`src/rtl/loader_pkg.sv`:
```
// Shared definitions for the boot-time instruction-memory loader.
package loader_pkg;

    localparam int unsigned CNT_W          = 16;
    localparam int unsigned HDR_BYTES      = 2;
    localparam int unsigned BYTES_PER_WORD = 4;
    localparam bit          MSB_FIRST      = 1'b1;

    typedef logic [CNT_W-1:0] cnt_t;

    typedef enum logic [2:0] {
        ST_IDLE,
        ST_HDR_HI,
        ST_HDR_LO,
        ST_DATA,
        ST_WRITE,
        ST_FIN,
        ST_FAIL
    } state_e;

endpackage

```
`src/rtl/word_packer.sv`:
```
// Assembles four stream bytes into one instruction word, first byte in the MSBs.
module word_packer
    import loader_pkg::*;
(
    input  logic        clk,
    input  logic        rst_n,
    input  logic        clear,
    input  logic        load,
    input  logic [7:0]  byte_i,
    output logic [31:0] word_o,
    output logic [1:0]  idx_o,
    output logic        full_o
);

    logic [31:0] word_q, word_d;
    logic [1:0]  idx_q, idx_d;
    logic        full_q, full_d;

    always_comb begin
        word_d = word_q;
        idx_d  = idx_q;
        full_d = full_q;
        if (clear) begin
            idx_d  = '0;
            full_d = 1'b0;
        end else if (load) begin
            if (MSB_FIRST) word_d = {word_q[23:0], byte_i};
            else           word_d = {byte_i, word_q[31:8]};
            idx_d  = idx_q + 2'd1;
            full_d = (idx_q == 2'(BYTES_PER_WORD - 1));
        end
    end

    always_ff @(posedge clk or negedge rst_n) begin
        if (!rst_n) begin
            word_q <= '0;
            idx_q  <= '0;
            full_q <= 1'b0;
        end else begin
            word_q <= word_d;
            idx_q  <= idx_d;
            full_q <= full_d;
        end
    end

    assign word_o = word_q;
    assign idx_o  = idx_q;
    assign full_o = full_q;

endmodule

```
`src/rtl/imem_loader.sv`:
```
// Loads a length-prefixed byte image into instruction memory, holding the core in reset meanwhile.
module imem_loader
    import loader_pkg::*;
#(
    parameter int unsigned DEPTH     = 1024,
    parameter logic [31:0] BASE_ADDR = 32'h0000_0000
) (
    input  logic        CLK,
    input  logic        RST,
    input  logic        START,
    input  logic        RX_VALID,
    input  logic [7:0]  RX_DATA,
    output logic        RX_READY,
    output logic [31:0] W_ADDR,
    output logic [31:0] W_Ins,
    output logic        WE,
    output logic        CPU_RST,
    output logic        BUSY,
    output logic        DONE,
    output logic        ERR
);

    state_e      state_q, state_d;
    logic [31:0] addr_q, addr_d;
    cnt_t        rem_q, rem_d;
    logic [7:0]  cnt_hi_q, cnt_hi_d;

    logic        pk_clear, pk_load, pk_full;
    logic [1:0]  pk_idx;
    logic [31:0] pk_word;
    cnt_t        hdr_count;
    logic        rx_ready;
    logic        xfer;

    word_packer u_packer (
        .clk    (CLK),
        .rst_n  (RST),
        .clear  (pk_clear),
        .load   (pk_load),
        .byte_i (RX_DATA),
        .word_o (pk_word),
        .idx_o  (pk_idx),
        .full_o (pk_full)
    );

    // Handshake readiness is a pure state decode, so RX_VALID never reaches an output.
    assign rx_ready  = (state_q == ST_HDR_HI) || (state_q == ST_HDR_LO) || (state_q == ST_DATA);
    assign xfer      = RX_VALID && rx_ready;
    assign hdr_count = {cnt_hi_q, RX_DATA};

    always_comb begin
        state_d  = state_q;
        addr_d   = addr_q;
        rem_d    = rem_q;
        cnt_hi_d = cnt_hi_q;
        pk_clear = 1'b0;
        pk_load  = 1'b0;
        case (state_q)
            ST_IDLE, ST_FIN, ST_FAIL: begin
                if (START) begin
                    state_d = ST_HDR_HI;
                    addr_d  = BASE_ADDR;
                end
            end
            ST_HDR_HI: begin
                if (xfer) begin
                    cnt_hi_d = RX_DATA;
                    state_d  = ST_HDR_LO;
                end
            end
            ST_HDR_LO: begin
                if (xfer) begin
                    if (32'(hdr_count) > DEPTH) begin
                        state_d = ST_FAIL;
                    end else if (hdr_count == '0) begin
                        state_d = ST_FIN;
                    end else begin
                        rem_d    = hdr_count;
                        pk_clear = 1'b1;
                        state_d  = ST_DATA;
                    end
                end
            end
            ST_DATA: begin
                if (xfer) begin
                    pk_load = 1'b1;
                    if (pk_idx == 2'(BYTES_PER_WORD - 1)) state_d = ST_WRITE;
                end
            end
            ST_WRITE: begin
                addr_d  = addr_q + 32'd4;
                rem_d   = rem_q - cnt_t'(1);
                state_d = (rem_q == cnt_t'(1)) ? ST_FIN : ST_DATA;
            end
            default: state_d = ST_IDLE;
        endcase
    end

    always_ff @(posedge CLK or negedge RST) begin
        if (!RST) begin
            state_q  <= ST_IDLE;
            addr_q   <= BASE_ADDR;
            rem_q    <= '0;
            cnt_hi_q <= '0;
        end else begin
            state_q  <= state_d;
            addr_q   <= addr_d;
            rem_q    <= rem_d;
            cnt_hi_q <= cnt_hi_d;
        end
    end

    assign RX_READY = rx_ready;
    assign W_ADDR   = addr_q;
    assign W_Ins    = pk_word;
    assign WE       = (state_q == ST_WRITE) && pk_full;
    assign CPU_RST  = (state_q != ST_FIN);
    assign BUSY     = (state_q == ST_HDR_HI) || (state_q == ST_HDR_LO) ||
                      (state_q == ST_DATA)   || (state_q == ST_WRITE);
    assign DONE     = (state_q == ST_FIN);
    assign ERR      = (state_q == ST_FAIL);

endmodule

```
`config.mk`:
```
export PLATFORM = sky130hd
export DESIGN_NAME = imem_loader
export DESIGN_NICKNAME = d
export VERILOG_FILES = /design/src/rtl/loader_pkg.sv /design/src/rtl/word_packer.sv /design/src/rtl/imem_loader.sv
export SDC_FILE = /design/constraint.sdc
export NUM_CORES = 1
export LEC_CHECK = 0
export BUFFER_PORTS_ARGS = -buffer_cell sky130_fd_sc_hd__buf_4
export CORE_UTILIZATION = 43
export CTS_BUF_LIST = sky130_fd_sc_hd__clkbuf_16
export DETAILED_ROUTE_END_ITERATION = 10
export SYNTH_ARGS = -nofsm -noshare
export SYNTH_HDL_FRONTEND = slang
export SYNTH_HIERARCHICAL = 1
export SYNTH_SLANG_ARGS = --single-unit
```
`constraint.sdc`:
```
create_clock -name CLK -period 3.88 [get_ports CLK]
set_clock_uncertainty 0.05 [all_clocks]
set_input_delay 0.194 -clock CLK [delete_from_list [all_inputs] [get_ports CLK]]
set_output_delay 0.194 -clock CLK [all_outputs]
set_load 0.02 [all_outputs]
```
* Yosys cells after proc, flatten, opt, wreduce, memory -nomap -nowiden
Cells that the tools add are included.
** Storage, ports and cells
- Bits in registers :: 94
- Input port bits :: 12
- Word-level logic and storage cells :: 69
** Operators by class
- $add $sub $neg :: 3
- Order comparisons :: 1
- Equal/unequal tests :: 16
- Multiplexer cells :: 25
- Bitwise logic cells :: 1
- Reductions and logical operators :: 16
** Operator list (number)
- 32-bit case mux with 2 select lines :: 1
- 16-bit two-way mux :: 3
- 32-bit by 3-bit adder with 32-bit output (second input constant) :: 1
- 32-bit two-way mux :: 1
- 16-bit case mux with 2 select lines :: 1
- 3-bit two-way mux :: 8
- 16-bit by 1-bit equality test with 1-bit output (second input constant) :: 1
- 16-bit by 11-bit greater-than comparator with 1-bit output (second input constant) :: 1
- 16-bit logical NOT :: 1
- 16-bit by 1-bit subtractor with 16-bit output (second input constant) :: 1
- 3-bit case mux with 5 select lines :: 1
- 2-bit inequality test (second input constant) :: 6
- 3-bit equality test (second input constant) :: 3
- 1-bit two-way mux :: 8
- 3-bit by 2-bit equality test with 1-bit output (second input constant) :: 2
- 2-bit AND reduction :: 3
- 2-bit nonzero test :: 3
- 5-bit AND reduction :: 1
- 2-bit two-way mux :: 2
- 4-bit AND reduction :: 1
- 3-bit by 1-bit equality test with 1-bit output (second input constant) :: 1
- 3-bit logical NOT :: 1
- 1-bit logical OR :: 3
- 3-bit inequality test (second input constant) :: 1
- 6 further kinds :: 7

* Logic depth before layout (Yosys ltp)
- Depth after elaboration :: 8
- Depth in mapped cells :: 8

* Cells and area by module
Netlist, hierarchy kept.
** By module, submodules not included
- imem_loader :: times used 1, cells each 345, area an instance 3295.7 sq um
- word_packer :: times used 1, cells each 79, area an instance 1486.4 sq um

* Worst setup path before layout
OpenSTA, ideal clock, no wires.
- Path type :: register -> register
- From :: register cnt_hi_q[0]
- To :: register u_packer.word_q[0] (netlist: u_packer/word_o[0])
- Setup time :: 0.125 ns
- Arrival :: 1.972 ns
- Data required time :: 3.705 ns
- Setup slack :: 1.733 ns
- Stages on the path, launching flop included :: 9
- Path buffers :: 2
- Period minus slack after synthesis :: 2.147 ns
- Cell sequence :: dfrtp_1 -> nor4_1 -> nand4_1 -> and2_1 -> and3_2 -> nor2b_4 -> buf_6 -> buf_12 -> mux2_4
** On the way
- Cells in the longest elaborated chain, start to end :: 7
- Elaborated cells between the ends (all ways) :: 8
** RTL lines
- start, declared :: RTL line imem_loader.sv:26 : logic [7:0] cnt_hi_q, cnt_hi_d;
- start signal, assigned :: RTL line imem_loader.sv:109 : cnt_hi_q <= cnt_hi_d;
- parallel branches: the longest is 2 deep, another holds 16-bit by 11-bit greater-than comparator with 1-bit output
- 1-bit two-way mux (*) :: RTL line imem_loader.sv:73 : if (32'(hdr_count) > DEPTH) begin
- 1-bit two-way mux (*) :: RTL line imem_loader.sv:72 : if (xfer) begin
- 1-bit two-way mux (*) :: RTL line imem_loader.sv:58 : case (state_q)
- via pk_clear :: RTL line imem_loader.sv:28 : logic pk_clear, pk_load, pk_full;
- 1-bit NOT (no source line) (*)
- 2-bit AND reduction (no source line) (*)
- end signal, assigned :: RTL line word_packer.sv:40 : word_q <= word_d;
- end, declared :: RTL line word_packer.sv:15 : logic [31:0] word_q, word_d;
Mark *: on every way through the listed nets, which the timed path passes.
A chain may end at the register's enable or synchronous reset.

* Worst setup path in the final report
- From :: register state_q[2]
- To :: output WE
** On the way
- Cells in the longest elaborated chain, start to end :: 2
** RTL lines
- start, declared :: RTL line imem_loader.sv:23 : state_e state_q, state_d;
- start signal, assigned :: RTL line imem_loader.sv:106 : state_q <= state_d;
- 3-bit equality test :: RTL line imem_loader.sv:116 : assign WE = (state_q == ST_WRITE) && pk_full;
- 1-bit logical AND :: RTL line imem_loader.sv:116
- end, declared :: RTL line imem_loader.sv:16 : output logic WE,
Every way passes these cells.

==> impl_metrics.json <==
{
  "outcome": "finished clean",
  "max-clock-path-buffers": 2,
  "first_pass_iters": 6,
  "port_buffers": 79,
  "grt_usage_pct": 19.6,
  "cpMostUsedCell": "buf_4",
  "synth_edf_count": 0,
  "nFillCells": 976,
  "syn_inst": 424,
  "tightest_slew_ns": 1.03,
  "ctsHtreeMaxLevel": 3,
  "coreArea_mm2": 0.0108,
  "tns_ns": 0,
  "finalPower_uw": 4100,
  "path_buf_inv": 3,
  "avgSynthCellArea_um2": 11.3,
  "synth-async-reset-ratio_pct": 100,
  "seqPwrFrac_pct": 38.8,
  "synth_area_mm2": 0.00478,
  "setup-violations-final": 0,
  "worstPathMaxFanout": 15,
  "ys_seq_area_share_pct": 48.1,
  "met3_length_um": 359,
  "antenna_found_initial": 0,
  "irDropWorstVdd_mv": 0.333,
  "synth_warnings": 6,
  "gp_congestion": 0.774,
  "multi_input_area_mm2": 0.00228,
  "ioPinCount": 82,
  "power.switching_uw": 1450,
  "fin_crit_ns": 2.68,
  "drt_iter0_drc": 187,
  "detailroute.via_count": 3592,
  "drive_gt1_share_pct": 32.8,
  "drc": 0,
  "clock_latency_ns": 0.34,
  "antennaDiodeCount": 0,
  "numCtsBuffers": 9,
  "slowest_stage": "dfrtp_1",
  "clkTransAtPathRegs_ns": 0.07,
  "required_ns": 3.64,
  "post_cts_buffers": 0,
  "dr_wl_met2_um": 4840,
  "highest_layer": "met4",
  "clockRootBuffer": "clkbuf_16",
  "final_nets": 518,
  "synth.distinct_cells": 62,
  "rows": 38,
  "drtAntennaViolNets": 0,
  "hp-class": "input port to flip-flop",
  "dieHeight_um": 107,
  "routed_wl_um": 10500,
  "critPathTopFamily": "simple AND/OR/NAND/NOR gates",
  "p_clk_share_pct": 24.4,
  "crit_arrival_ns": 2.44,
  "cts_tree": "done",
  "overflow": 0,
  "cts_sinks": 92,
  "die_x_um": 107,
  "p_int_uw": 2650,
  "grt_max_degree": 68,
  "slew_headroom_pct": 30.8,
  "design.die.area_mm2": 0.0115,
  "ys_ff_latch": 92,
  "cellLeakagePower_uw": 0.00264,
  "synth_ff_type": "dfrtp_1",
  "p_comb_share_pct": 36.8,
  "fmaxAchievable_mhz": 373,
  "crit_path_start_kind": "flip-flop",
  "grt_pass1_vias": 3370,
  "grt_pass1_wl_um": 17700,
  "cp_slowest_stage_delay_ns": 0.64,
  "crit_path_end_kind": "output port",
  "cp_cell_sequence": "nor3b_2 -> buf_4 -> buf_4 -> and2_1 -> buf_4",
  "slew_viol_final": 0,
  "area_delta_synth_final_pct": 20.9,
  "initial_core_util_pct": 44.1,
  "rsz0062_at_grt": "false",
  "vias_per_cell": 5.56,
  "crit_type": "flip-flop to output port",
  "hold_viol_final": 0,
  "wl_met1_um": 5240,
  "finalCritPeriodShare_pct": 69.1,
  "seqCellArea_mm2": 0.00230,
  "wire_per_inst_um": 16.3,
  "dp_hpwl_um": 7290,
  "drv_cap": 0,
  "power_density_mw_per_mm2": 709,
  "p_sw_share_pct": 35.4
}
[state kept, by name, indices dropped and copies added, names as in the netlist]
register,cells
W_ADDR,30
cnt_hi_q,8
rem_q,16
state_q,3
u_packer/full_o,1
u_packer/idx_o,2
u_packer/word_o,32
[layout make-up]
| type | count | area share, % |
|---|---|---|
| inverters | 11 | 0.714 |
| repair buffers | 85 | 11.1 |
| well taps | 140 | 3.03 |
| flip-flops and latches | 92 | 39.8 |
| clock inverters | 6 | 1.97 |
| clock buffers | 9 | 3.89 |
| multi-input cells | 303 | 39.5 |
[cell families after synthesis]
group / count (synthesis) / synth area share (%)
XOR/XNOR: 7 / 1.28
buffers and inverters: 30 / 4.16
AO/OA/AOI/OAI: 102 / 14.0
multiplexers: 46 / 13.0
AND/OR/NAND/NOR: 142 / 18.3
other: 1 / 0.0784
flip-flops: 92 / 48.1
adder cells (fa/ha/maj): 4 / 1.05
[power groups by stage]
stage / combinational (uW) / clock (uW) / sequential [uW]
floorplan: 926 / 0 / 1690
global placement: 1500 / 0 / 1590
detailed placement: 1520 / 0 / 1610
CTS: 1520 / 1020 / 1590
global route: 1640 / 1070 / 1640
finish: 1510 / 1000 / 1590
[cells in the final DEF, fill, tap and decap left out, drive strengths merged, types with 5 or more instances in the layout]
master  Yosys  final
a211oi      6      6
a21oi      11     11
a31oi       8      8
and3        8      8
buf        13     84
clkbuf      6      9
dfrtp      92     92
inv        11     11
mux2       39     39
mux2i       7      7
nand2      24     24
nand3      13     13
nand4      19     19
nor2       30     30
nor2b       5      5
nor3       16     16
nor4        8      8
o211ai      7      7
o21ai      41     41
o31ai      11     11
[worst register-to-register path: stages, from the launching register on]
cell and delay, ns:
dfrtp_1 0.40, nor4_1 0.39, nand4_1 0.24, and2_1 0.22
and3_2 0.24, nor2b_4 0.10, buf_4 0.47, mux2_2 0.40
[path summary, 6_finish.rpt]
check                      slack (ns)                  end  cells after the start   startpoint
setup / recovery                 1.20                   WE                      5   state_q[2]
hold / removal                   0.02            W_ADDR[8]                      2        START
setup reg to reg                 1.26  u_packer/word_o[19]                      7  cnt_hi_q[0]
hold reg to reg                  0.44           W_ADDR[31]                      1   W_ADDR[31]
max in group asynchronous        2.42            rem_q[11]                      3          RST
min in group asynchronous        0.47            W_ADDR[7]                      2          RST
[metal layers]
metal | vias up | GRT usage (%)
li1 | 1731 | -
met1 | 1790 | 29.1
met2 | 64 | 29.3
met3 | 7 | 3.75
met4 | 0 | 4.70
met5 | - | 0
[per-stage QoR]
step,area (um^2),std cells,setup WS [ns],hold WS [ns],util (%)
2_1_floorplan,4790,425,1.73,-0.152,-
5_1_grt,5780,646,1.01,0.0164,53.3
4_1_cts,5780,646,1.17,0.0104,53.3
3_3_place_gp,5430,630,1.33,0.313,50.1
3_5_place_dp,5430,630,1.26,0.316,50.1
6_report,5780,646,1.20,0.0196,53.3
[synth_stat cells (all sizes together) (5+ instances only)]
library cell,count,share of area (%)
nand4,19,2.6
mux2,39,12
nand3,13,1.4
dfrtp,92,48
nor2,30,2.4
a211oi,6,1.5
nand2,24,1.9
buf,13,2.8
nor4,8,1.8
nor2b,5,0.81
nor3,16,2.5
o211ai,7,1.1
a21oi,11,1.2
o21ai,41,4.3
a31oi,8,1.0
mux2i,7,1.5
and3,8,1.1
o31ai,11,1.7
clkbuf,6,0.47
inv,11,0.86
[repair_timing]
action / in CTS / in global routing
hold buffers: 1 / 0
endpoints found under the hold margin: 66 / 0
gates resized for setup: 0 / 0
No activity file was read; power rests on OpenSTA's default activity.
